**src/rtl/rle_pkg.sv**
```systemverilog
`default_nettype none
// +--------------------------------------------------------------------+
// | rle_pkg : shared constants for the 8x8 run-length block decoder    |
// | Rev 1.0 : initial release                                          |
// +--------------------------------------------------------------------+
package rle_pkg;

  localparam int PIX_PER_BLK  = 64;
  localparam int IDX_W        = 6;
  localparam int WORD_W       = 32;
  localparam int HALF_PER_ROW = 2;

  localparam logic [IDX_W-1:0] LAST_IDX = 6'd63;

  localparam logic [1:0] S_FILL   = 2'd0;
  localparam logic [1:0] S_EXPAND = 2'd1;
  localparam logic [1:0] S_HOLD   = 2'd2;

  // Bit offset of PIO word lineR_H inside the flattened block.
  function automatic int line_word_lsb(input int row, input int half);
    return row * WORD_W * HALF_PER_ROW + half * WORD_W;
  endfunction

endpackage
`default_nettype wire

```
**src/rtl/rle_block_buffer.sv**
```systemverilog
`default_nettype none
// +--------------------------------------------------------------------+
// | rle_block_buffer : 64-entry pixel register array, flattened read   |
// | Rev 1.0 : initial release                                          |
// +--------------------------------------------------------------------+
module rle_block_buffer
  import rle_pkg::*;
#(
  parameter int PIX_W = 8
) (
  input  logic                         clk,
  input  logic                         rst_n,
  input  logic                         i_we,
  input  logic [IDX_W-1:0]             i_addr,
  input  logic [PIX_W-1:0]             i_data,
  output logic [PIX_PER_BLK*PIX_W-1:0] o_flat
);

  logic [PIX_W-1:0] r_mem [PIX_PER_BLK];

  always_ff @(posedge clk) begin
    if (!rst_n) begin
      for (int i = 0; i < PIX_PER_BLK; i++) begin
        r_mem[i] <= '0;
      end
    end else if (i_we) begin
      r_mem[i_addr] <= i_data;
    end
  end

  generate
    for (genvar g = 0; g < PIX_PER_BLK; g++) begin : g_flat
      assign o_flat[g*PIX_W +: PIX_W] = r_mem[g];
    end
  endgenerate

endmodule
`default_nettype wire

```
**src/rtl/rle_block_decoder.sv**
```systemverilog
`default_nettype none
// +--------------------------------------------------------------------+
// | rle_block_decoder : rebuilds an 8x8 pixel block from (value,run)   |
// | Rev 1.0 : initial release                                          |
// +--------------------------------------------------------------------+
module rle_block_decoder
  import rle_pkg::*;
#(
  parameter int PIX_W   = 8,
  parameter int BLK_DIM = 8,
  parameter int RUN_W   = 8
) (
  input  logic                             clk_clk,
  input  logic                             reset_reset_n,
  input  logic                             in_valid,
  output logic                             in_ready,
  input  logic [PIX_W-1:0]                 in_value,
  input  logic [RUN_W-1:0]                 in_run,
  output logic [BLK_DIM*BLK_DIM*PIX_W-1:0] block_data,
  output logic                             block_valid,
  input  logic                             block_ack,
  output logic                             err_overflow,
  output logic                             err_zero_run,
  output logic [7:0]                       block_count
);

  localparam logic [IDX_W:0]   c_blk_pix = 7'd64;
  localparam logic [RUN_W-1:0] c_run_one = RUN_W'(1);

  logic [1:0]       r_state;
  logic [IDX_W-1:0] r_idx;
  logic [RUN_W-1:0] r_rem;
  logic [PIX_W-1:0] r_val;
  logic             r_ovf;
  logic             r_zero;
  logic [7:0]       r_count;

  logic             w_accept;
  logic             w_last;
  logic             w_we;
  logic [PIX_W-1:0] w_wdata;
  logic [IDX_W:0]   w_remaining;
  logic             w_run_exceeds;

  assign in_ready     = (r_state == S_FILL);
  assign block_valid  = (r_state == S_HOLD);
  assign err_overflow = r_ovf;
  assign err_zero_run = r_zero;
  assign block_count  = r_count;

  assign w_accept      = in_valid & in_ready;
  assign w_last        = (r_idx == LAST_IDX);
  assign w_remaining   = c_blk_pix - {1'b0, r_idx};
  assign w_run_exceeds = ({1'b0, in_run} > {{(RUN_W-IDX_W){1'b0}}, w_remaining});

  always_comb begin
    w_we    = 1'b0;
    w_wdata = r_val;
    if (r_state == S_FILL && w_accept && in_run != '0) begin
      w_we    = 1'b1;
      w_wdata = in_value;
    end else if (r_state == S_EXPAND) begin
      w_we = 1'b1;
    end
  end

  always_ff @(posedge clk_clk) begin
    if (!reset_reset_n) begin
      r_state <= S_FILL;
      r_idx   <= '0;
      r_rem   <= '0;
      r_val   <= '0;
      r_ovf   <= 1'b0;
      r_zero  <= 1'b0;
      r_count <= '0;
    end else begin
      r_zero <= 1'b0;
      case (r_state)
        S_FILL: begin
          if (w_accept) begin
            if (in_run == '0) begin
              r_zero <= 1'b1;
            end else begin
              r_val <= in_value;
              // Truncation is known at accept time; the excess is simply never expanded.
              if (w_run_exceeds) begin
                r_ovf <= 1'b1;
              end
              if (w_last) begin
                r_state <= S_HOLD;
              end else begin
                r_idx <= r_idx + 6'd1;
                if (in_run > c_run_one) begin
                  r_rem   <= in_run - c_run_one;
                  r_state <= S_EXPAND;
                end
              end
            end
          end
        end
        S_EXPAND: begin
          if (w_last) begin
            r_state <= S_HOLD;
          end else begin
            r_idx <= r_idx + 6'd1;
            r_rem <= r_rem - c_run_one;
            if (r_rem == c_run_one) begin
              r_state <= S_FILL;
            end
          end
        end
        S_HOLD: begin
          if (block_ack) begin
            r_idx   <= '0;
            r_ovf   <= 1'b0;
            r_count <= r_count + 8'd1;
            r_state <= S_FILL;
          end
        end
        default: r_state <= S_FILL;
      endcase
    end
  end

  rle_block_buffer #(
    .PIX_W (PIX_W)
  ) u_buf (
    .clk    (clk_clk),
    .rst_n  (reset_reset_n),
    .i_we   (w_we),
    .i_addr (r_idx),
    .i_data (w_wdata),
    .o_flat (block_data)
  );

endmodule
`default_nettype wire

```
**config.mk**
```make
export PLATFORM = sky130hd
export DESIGN_NAME = rle_block_decoder
export DESIGN_NICKNAME = d
export VERILOG_FILES = /design/src/rtl/rle_pkg.sv /design/src/rtl/rle_block_buffer.sv /design/src/rtl/rle_block_decoder.sv
export SDC_FILE = /design/constraint.sdc
export NUM_CORES = 1
export LEC_CHECK = 0
export CORE_AREA = 2 2 215 217
export CTS_CLUSTER_DIAMETER = 40
export CTS_CLUSTER_SIZE = 24
export DETAILED_ROUTE_END_ITERATION = 12
export DIE_AREA = 0 0 217 219
export PLACE_DENSITY = 0.84
export SLEW_MARGIN = 20
export SYNTH_ARGS = -nofsm -noshare
export SYNTH_HDL_FRONTEND = slang
export SYNTH_SLANG_ARGS = --single-unit
```
**constraint.sdc**
```tcl
create_clock -name clk_clk -period 3.4 [get_ports clk_clk]
set_clock_uncertainty 0.2 [all_clocks]
set_input_delay 0.34 -clock clk_clk [delete_from_list [all_inputs] [get_ports clk_clk]]
set_output_delay 0.34 -clock clk_clk [all_outputs]
set_load 0.02 [all_outputs]
```
==> flow_summary.json, run 1 <==
{
  "status": "finished clean",
  "synth_top_family_by_area": "simple AND/OR/NAND/NOR gates",
  "synth.area.mux_share_pct": 0.438,
  "synth_edf_count": 512,
  "grt_max_degree": 44,
  "hp-class": "in -> reg",
  "fill_cells": 3033,
  "die_h_um": 219,
  "startpoint_type": "input port",
  "yosys_warnings": 0,
  "synth_top_area_share_pct": 74.8,
  "coreArea_sq_um": 45100,
  "fin_area_sq_um": 29600,
  "synth.most_common_cell": "nor2_1",
  "endpoint_kind": "flip-flop",
  "synth.top_cells.by_count": "551 x nor2_1, 512 x edfxtp_1, 114 x nand2_1",
  "arrival_ns": 3.12,
  "clkSlewWorstSetupHoldPaths_ns": 0.06,
  "maxCapViolations": 0,
  "worst_slew_pin_slew_ns": 0.931,
  "rsz0062_at_grt": "no",
  "hold-path-endpoint": "r_val[3]",
  "cts.sinks": 546,
  "synth-simple-area-share_pct": 14.8,
  "dieArea_sq_um": 47500,
  "setup_violations": 0,
  "cts_root_buf": "clkbuf_16",
  "initial_core_util_pct": 45.6,
  "die_width_um": 217,
  "syn_area_sq_um": 20600,
  "min_from": "reset_reset_n",
  "drt_wl_total_um": 66100,
  "cp_max_fo": 43,
  "drv_slew": 0,
  "leakage_nw": 10.7,
  "dpl-instance-area_sq_um": 27500,
  "crit_required_ns": 3.54,
  "synth_fa_ha_area_share_pct": 0.852,
  "gr-total-overflow": 0,
  "syn_to_final_growth_pct": 43.9,
  "grt_pass1_wl_um": 94700,
  "viasPerCell": 5.36,
  "ff_latch_area_sq_um": 16100,
  "post-dp-hpwl_um": 45600,
  "grt_use_total_pct": 27.2,
  "multi_input_area_sq_um": 4050,
  "r2r_slack_ns": 0.42,
  "synth_cell_types": 46,
  "port_buffers": 543,
  "ys_seq_elements": 546,
  "worstReg2RegStart": "r_idx[2]",
  "min_period_ns": 2.98,
  "seq_area_frac_synth_pct": 78.1,
  "post_cts_buffers": 0,
  "ir_worst_vdd_mv": 0.536,
  "postSynthCellCount": 1507,
  "dp_cells": 2683,
  "hold_depth": 4,
  "ctsResizeCount": 0,
  "path_class": "in -> reg",
  "avgSynthCellArea_sq_um": 13.6,
  "relSlewSlack_pct": 37.8,
  "grt_pass1_vias": 15001,
  "p_per_area_nw_per_um2": 544,
  "synthArstFlopShare_pct": 0,
  "yosys.area.top_type": "edfxtp_1",
  "max_freq_ghz": 0.335,
  "numCtsBuffers": 59,
  "clk_latency_ns": 0.59,
  "num_vias": 14985,
  "first_pass_iters": 5,
  "cts_buffer_depth": 3,
  "cts_tree": "yes",
  "routabilityCongestion": 0.915,
  "antenna_found_initial": 3,
  "wl_per_cell_um": 23.6,
  "synthXorXnorAreaFrac_pct": 0.980,
  "postRouteAntennaNets": 0,
  "hold_viol_final": 0,
  "synthTopCellsByArea": "edfxtp_1 75%, nor2_1 10%, dfxtp_1 3.3%",
  "rows": 78,
  "r2r_end": "u_buf.r_mem[23][2]",
  "reg2regPathDepth": 4,
  "drt-initial-drc-count": 1584,
  "ioPinCount": 544,
  "htreeDepth": 2,
  "ys.flop_type": "edfxtp_1",
  "cts_hold_buf": 0,
  "drc": 0,
  "synth_compound_area_share_pct": 2.04,
  "layout-drive-gt1-share_pct": 12.6,
  "final_nets": 2178,
  "syn_nets": 1541,
  "final_cells": 2795,
  "final.period_utilization_pct": 87.8
}
report_power, final:
group | switching, mW | internal [mW] | total, mW | leakage, nW
Clock | 2.88 | 3.79 | 6.67 | 1.01
Combinational | 1.09 | 0.640 | 1.73 | 4.14
Sequential | 0.123 | 7.58 | 7.70 | 5.57
cell families (layout without fill, tap and decap cells):
logic type	Yosys count	in the layout
adder cells (fa/ha/maj)	14	14
AO/OA/AOI/OAI	55	55
multiplexers	9	9
AND/OR/NAND/NOR	755	755
buffers and inverters	105	791
XOR/XNOR	23	23
flip-flops	546	546
other	0	2
worst max-delay path, stage by stage:
cell,delay (ns)
clkdlybuf4s50_1,0.46
inv_1,0.11
ha_1,0.17
or4b_1,0.51
buf_4,0.18
o211a_1,0.36
buf_4,0.25
mux2i_4,0.25
buf_12,0.32
nor2_1,0.10
through the flow:
stage	util, %	hold WS, ns	power, mW	worst slack (ns)	setup TNS [ns]
5_1_grt	65.6	0.171	16.5	0.285	0
3_5_place_dp	61.0	0.247	9.56	-0.148	-42.01
4_1_cts	65.6	0.125	16.1	0.427	0
3_3_place_gp	61.0	0.242	9.51	-0.405	-43.16
6_report	65.6	0.173	16.1	0.416	0
2_1_floorplan	-	0.249	8.65	0.526	0
worst max-delay path by stage:
stage / from / end / cells past startpoint / slack (ns)
2_1_floorplan: in_run[0] / u_buf.r_mem[2][0] / 11 / 0.53
5_1_grt: r_idx[2] / u_buf.r_mem[23][5] / 4 / 0.28
3_5_place_dp: in_run[0] / u_buf.r_mem[37][1] / 10 / -0.15
3_3_place_gp: in_run[0] / u_buf.r_mem[23][2] / 8 / -0.41
6_report: in_run[0] / u_buf.r_mem[35][6] / 10 / 0.42
4_1_cts: r_idx[2] / u_buf.r_mem[23][2] / 4 / 0.43
final cells by class:
class,count,area share [%]
clock buffers,65,5.21
diodes,2,0.0169
flip-flops and latches,546,54.3
repair buffers,668,22.3
clock inverters,45,1.82
multi-input cells,856,13.7
well taps,600,2.54
inverters,13,0.165
state kept, by name, summed over array words and instances (netlist names):
register      flops
u_buf.r_mem     512
block_count       8
r_rem             8
r_val             8
r_idx             6
r_state           2
err_overflow      1
err_zero_run      1
per-layer routing:
metal / global-route usage (%) / up-vias / share of wire, %
met5: 0 / - / 0.020
met4: 10.3 / 2 / 3.6
met3: 6.21 / 160 / 9.8
met2: 48.1 / 1002 / 52
met1: 32.4 / 7344 / 35
li1: - / 6477 / -
cells in the final DEF, fill, tap and decap left out, types with 6 or more instances in the layout:
cell type,count
a21oi_1,16
buf_12,18
buf_4,108
clkbuf_16,61
clkdlybuf4s50_1,542
clkinv_2,6
clkinv_4,7
clkinv_8,6
dfxtp_1,34
edfxtp_1,512
ha_1,14
inv_1,13
inv_6,6
inv_8,8
mux2i_4,8
nand2_1,114
nand2_2,29
nand3_1,12
nor2_1,551
nor3_1,16
o211a_1,8
o21ai_0,7
xnor2_1,9
xor2_1,14
(Power assumes the default switching activity.)
==> inputs of run 2 (changes only) <==
--- a/config.mk
+++ b/config.mk
@@ -5,13 +5,14 @@
 export SDC_FILE = /design/constraint.sdc
 export NUM_CORES = 1
 export LEC_CHECK = 0
-export CORE_AREA = 2 2 215 217
+export CORE_AREA = 2 2 214 216
 export CTS_CLUSTER_DIAMETER = 40
 export CTS_CLUSTER_SIZE = 24
 export DETAILED_ROUTE_END_ITERATION = 12
-export DIE_AREA = 0 0 217 219
+export DIE_AREA = 0 0 216 218
 export PLACE_DENSITY = 0.84
 export SLEW_MARGIN = 20
 export SYNTH_ARGS = -nofsm -noshare
 export SYNTH_HDL_FRONTEND = slang
 export SYNTH_SLANG_ARGS = --single-unit
+export TNS_END_PERCENT = 1
==> constraint.sdc (replaced) <==
create_clock -name clk_clk -period 3.5 [get_ports clk_clk]
set_clock_uncertainty 0.2 [all_clocks]
set_input_delay 0.35 -clock clk_clk [delete_from_list [all_inputs] [get_ports clk_clk]]
set_output_delay 0.35 -clock clk_clk [all_outputs]
set_load 0.02 [all_outputs]
==> flow_summary.json, run 2 (synthesis results as in run 1) <==
{
  "grt_pass1_vias": 14999,
  "worstReg2RegStart": "r_idx[0]",
  "rows": 78,
  "initial_core_util_pct": 45.8,
  "max_freq_ghz": 0.323,
  "port_buffers": 543,
  "clk_latency_ns": 0.61,
  "final_cells": 2784,
  "clkSlewWorstSetupHoldPaths_ns": 0.07,
  "startpoint": "in_run[0]",
  "leakage_nw": 10.7,
  "drt-initial-drc-count": 1365,
  "dp_cells": 2671,
  "r2r_slack_ns": 0.41,
  "worst_slew_pin_slew_ns": 0.776,
  "htreeDepth": 2,
  "setup_violations": 0,
  "hold_viol_final": 0,
  "die_h_um": 218,
  "startpoint_type": "input port",
  "relSlewSlack_pct": 48.3,
  "reg2regPathDepth": 5,
  "status": "finished clean",
  "final.period_utilization_pct": 88.5,
  "numCtsBuffers": 60,
  "hold_ws_ns": 0.199,
  "postRouteAntennaNets": 0,
  "maxCapViolations": 0,
  "first_pass_iters": 7,
  "dieArea_sq_um": 47100,
  "largest_register": "u_buf.r_mem",
  "post-dp-hpwl_um": 44700,
  "post_cts_buffers": 0,
  "cp_max_fo": 8,
  "num_antenna_cells": 0,
  "final_nets": 2167,
  "grt_pass1_wl_um": 94600,
  "ir_worst_vdd_mv": 0.527,
  "crit_required_ns": 3.59,
  "cts_hold_buf": 0,
  "drt_wl_total_um": 65700,
  "grt_use_total_pct": 27.3,
  "cts.sinks": 546,
  "r2r_end": "u_buf.r_mem[59][0]",
  "routabilityCongestion": 0.872,
  "layout-drive-gt1-share_pct": 12.4,
  "syn_to_final_growth_pct": 43.8,
  "gr-total-overflow": 0,
  "cts_buffer_depth": 3,
  "drv_slew": 0,
  "cts_tree": "yes",
  "antenna_found_initial": 0,
  "layout_commonest_cell": "nor2_1",
  "rsz0062_at_grt": "no",
  "arrival_ns": 3.19,
  "wl_per_cell_um": 23.6,
  "die_width_um": 216,
  "hp-class": "in -> reg",
  "layout_common_cells": "551 x nor2_1, 542 x clkdlybuf4s50_1, 512 x edfxtp_1",
  "grt_max_degree": 41,
  "viasPerCell": 5.33,
  "path_class": "in -> reg",
  "coreArea_sq_um": 44900,
  "drc": 0,
  "min_period_ns": 3.10,
  "num_vias": 14829,
  "largest_reg_flops": 512,
  "setup_tns_ns": 0,
  "worstSetupEndpoint": "u_buf.r_mem[38][5]",
  "p_per_area_nw_per_um2": 535,
  "ctsResizeCount": 0,
  "endpoint_kind": "flip-flop",
  "hold_depth": 3,
  "ioPinCount": 544,
  "cts_root_buf": "clkbuf_16"
}
[run 2: worst min path at each step]
stage                        startpoint             end  slack, ns
final                          in_valid    err_zero_run       0.20
after global routing      reset_reset_n        r_rem[3]       0.19
after CTS                 reset_reset_n  block_count[4]       0.16
after detailed placement   err_overflow    err_overflow       0.24
after global placement     err_overflow    err_overflow       0.24
after floorplan                r_rem[5]        r_rem[5]       0.25
[run 2: worst max-delay path, cell delays in order]
cell             delay, ns
clkdlybuf4s50_1       0.53
inv_1                 0.09
ha_1                  0.25
or4b_1                0.28
o211ai_2              0.22
buf_4                 0.21
a211oi_4              0.66
nand2_1               0.23
nand2_1               0.37
[run 2: layer usage]
| layer | global-route usage (%) | vias up | wire, um |
|---|---|---|---|
| met5 | 0 | - | 0 |
| met4 | 11.9 | 0 | 2740 |
| met3 | 6.92 | 158 | 6210 |
| met2 | 47.7 | 979 | 33400 |
| met1 | 32.0 | 7219 | 23300 |
| li1 | - | 6473 | - |
[run 2: area by class of cell]
class                           instances  area, sq um
Clock inverter                         49          601
Clock buffer                           64         1560
Multi-Input combinational cell        856         4050
Fill cell                            3003        15300
Tap cell                              600          751
Sequential cell                       546        16100
Inverter                               13         48.8
Timing Repair Buffer                  656         6510
[run 2: where the power goes]
group / switching (mW) / leakage [nW] / internal (mW)
sequential: 0.115 / 5.57 / 7.36
clock: 2.92 / 1.05 / 3.77
combinational: 1.06 / 4.08 / 0.615
total: 4.09 / 10.7 / 11.7
[run 2: metrics by stage]
step	area, sq um	utilization [%]	power (mW)	setup WS (ns)
final	29600	65.9	15.8	0.403
after global routing	29600	65.9	16.2	0.280
after CTS	29600	65.9	15.9	0.122
after detailed placement	27400	61.0	9.27	-0.432
after global placement	27400	61.0	9.23	-0.348
after floorplan	20600	-	8.40	0.616
==> inputs of run 3 (changes only) <==
--- a/config.mk
+++ b/config.mk
@@ -5,14 +5,15 @@
 export SDC_FILE = /design/constraint.sdc
 export NUM_CORES = 1
 export LEC_CHECK = 0
-export CORE_AREA = 2 2 214 216
+export CORE_AREA = 2 2 210 212
 export CTS_CLUSTER_DIAMETER = 40
 export CTS_CLUSTER_SIZE = 24
 export DETAILED_ROUTE_END_ITERATION = 12
-export DIE_AREA = 0 0 216 218
-export PLACE_DENSITY = 0.84
+export DIE_AREA = 0 0 212 214
+export PLACE_DENSITY = 0.93
 export SLEW_MARGIN = 20
 export SYNTH_ARGS = -nofsm -noshare
 export SYNTH_HDL_FRONTEND = slang
+export SYNTH_HIERARCHICAL = 1
 export SYNTH_SLANG_ARGS = --single-unit
 export TNS_END_PERCENT = 1
==> flow_summary.json, run 3 <==
{
  "die_width_um": 212,
  "routabilityCongestion": 0.887,
  "maxCapViolations": 0,
  "wl_per_cell_um": 28.4,
  "synthArstFlopShare_pct": 0,
  "final_cells": 2847,
  "final_nets": 2243,
  "power.total_mw": 16.9,
  "hold_depth": 2,
  "yosys.area.top_type": "edfxtp_1",
  "rows": 76,
  "cts.sinks": 546,
  "drv_slew": 0,
  "drt_wl_total_um": 80900,
  "drt-initial-drc-count": 2441,
  "initial_core_util_pct": 53.7,
  "ioPinCount": 544,
  "postSynthCellCount": 1608,
  "gr-total-overflow": 0,
  "ir_worst_vdd_mv": 0.516,
  "ys.flop_type": "edfxtp_1",
  "grt_use_total_pct": 35.3,
  "cp_num_buf_inv": 1,
  "cp_max_fo": 17,
  "post_cts_buffers": 0,
  "cts_root_buf": "clkbuf_16",
  "htreeDepth": 3,
  "largest_reg_flops": 512,
  "layout_commonest_cell": "clkdlybuf4s50_1",
  "hold_viol_final": 0,
  "leakage_nw": 11.6,
  "fin_area_sq_um": 32400,
  "synth.top_cells.by_count": "512 x edfxtp_1, 437 x nor3_1, 93 x clkbuf_1",
  "cts_buffer_depth": 3,
  "dieArea_sq_um": 45400,
  "post-dp-hpwl_um": 53200,
  "cts_tree": "yes",
  "ctsResizeCount": 0,
  "coreArea_sq_um": 42900,
  "postRouteAntennaNets": 0,
  "path_class": "reg -> reg",
  "syn_nets": 1643,
  "relSlewSlack_pct": 49.1,
  "ys_seq_elements": 546,
  "hold-path-endpoint": "r_rem[6]",
  "critical_path.max_stage_delay_ns": 0.75,
  "endpoint_kind": "flip-flop",
  "r2r_slack_ns": 0.23,
  "viasPerCell": 6.32,
  "die_h_um": 214,
  "port_buffers": 543,
  "grt_pass1_vias": 17795,
  "dpl-instance-area_sq_um": 30100,
  "worstReg2RegStart": "r_idx[0]",
  "slowest_stage": "dfxtp_1",
  "crit_required_ns": 3.70,
  "synth_edf_count": 512,
  "setup_violations": 0,
  "crit_family": "compound AO/OA/AOI/OAI gates",
  "p_per_area_nw_per_um2": 523,
  "status": "finished clean",
  "rsz0062_at_grt": "no",
  "layout_common_cells": "542 x clkdlybuf4s50_1, 512 x edfxtp_1, 437 x nor3_1",
  "min_from": "reset_reset_n",
  "cp_cell_sequence": "inv_1 -> ha_1 -> xor2_1 -> ha_1 -> a21o_1 -> a21oi_1 -> a21oi_1 -> a2111oi_0 -> o22ai_1",
  "layout-drive-gt1-share_pct": 19.5,
  "r2r_end": "err_overflow",
  "max_freq_ghz": 0.306,
  "clk_latency_ns": 0.58,
  "min_period_ns": 3.27,
  "seq_area_frac_synth_pct": 69.8,
  "avgSynthCellArea_sq_um": 14.3,
  "syn_to_final_growth_pct": 40.8,
  "worst_slew_pin_slew_ns": 0.757,
  "hp-class": "in -> reg",
  "syn_area_sq_um": 23000,
  "grt_max_degree": 65,
  "drc": 0,
  "synth_cell_types": 64,
  "dp_cells": 2723,
  "synth.most_common_cell": "edfxtp_1",
  "grt_pass1_wl_um": 118000,
  "final.period_utilization_pct": 93.5,
  "startpoint_type": "flip-flop",
  "largest_register": "u_buf/r_mem",
  "synthTopCellsByArea": "edfxtp_1 67%, nor3_1 9.5%, nor3_2 3.4%",
  "clkSlewWorstSetupHoldPaths_ns": 0.06,
  "fill_cells": 2297,
  "yosys_warnings": 6,
  "first_pass_iters": 6,
  "cts_hold_buf": 0,
  "synth_top_area_share_pct": 66.8,
  "numCtsBuffers": 68,
  "arrival_ns": 3.48,
  "antenna_found_initial": 4,
  "num_vias": 17980,
  "reg2regPathDepth": 9
}
## run 3: cell types whose count changed after synthesis, sizes merged, moves of 27 or more
cell | before | now
buf | 62 | 104
clkbuf | 30 | 95
nand2 | 143 | 16
nand4b | 1 | 29
nand4bb | 0 | 27
nor2 | 551 | 13
nor3 | 17 | 517
o21ai | 7 | 78
## run 3: worst max-delay path by stage
stage	end	slack, ns	cells past startpoint	startpoint
final	err_overflow	0.23	9	r_idx[0]
after global routing	err_overflow	0.08	9	r_idx[0]
after CTS	err_overflow	0.29	9	r_idx[0]
after detailed placement	u_buf/r_mem[34][5]	-0.07	11	in_run[0]
after global placement	u_buf/r_mem[38][5]	0.03	11	in_run[1]
after floorplan	u_buf/r_mem[32][0]	0.45	9	in_run[0]
## run 3: per-stage QoR
step | TNS [ns] | hold slack [ns] | utilization [%] | setup slack (ns)
detailed placement | -0.386 | 0.267 | 70.2 | -0.0689
finish | 0 | 0.128 | 75.6 | 0.229
global placement | 0 | 0.264 | 70.2 | 0.0303
floorplan | 0 | 0.254 | - | 0.455
global route | 0 | 0.136 | 75.6 | 0.0779
CTS | 0 | 0.0814 | 75.6 | 0.286
## run 3: worst register-to-register path, stage by stage, from the launching register on
cell       delay [ns]
dfxtp_1          0.75
inv_1            0.14
ha_1             0.25
xor2_1           0.15
ha_1             0.34
a21o_1           0.17
a21oi_1          0.13
a21oi_1          0.10
a2111oi_0        0.65
o22ai_1          0.22
## run 3: cell families (layout without fill, tap and decap cells)
| group | after synthesis | in the layout | share of synthesized area (%) |
|---|---|---|---|
| mux | 10 | 10 | 0.478 |
| other cells | 0 | 2 | 0 |
| xor+xnor | 16 | 16 | 0.609 |
| simple gates | 689 | 689 | 20.7 |
| fa+ha+maj | 15 | 15 | 0.815 |
| flops | 546 | 546 | 69.8 |
| compound gates | 120 | 120 | 3.08 |
| buf+inv | 212 | 864 | 4.52 |
## run 3: cell type report
cell class	count	area (sq um)	share of cell area, %
repair buffers	729	7290	22.5
clock buffers	72	1750	5.39
diodes	2	5.00	0.0154
multi-input cells	850	5960	18.4
inverters	13	48.8	0.151
flip-flops and latches	546	16100	49.6
clock inverters	50	558	1.72
well taps	585	732	2.26
## run 3: report_power, final
group,switching (mW),internal [mW]
Clock,3.00,4.20
Sequential,0.152,7.40
Combinational,1.39,0.794
## run 3: metal layers
metal	part of all wire (%)	GRT usage, %
met5	0.014	0
met3	13	9.29
met2	49	57.8
met4	6.4	20.9
met1	32	41.8
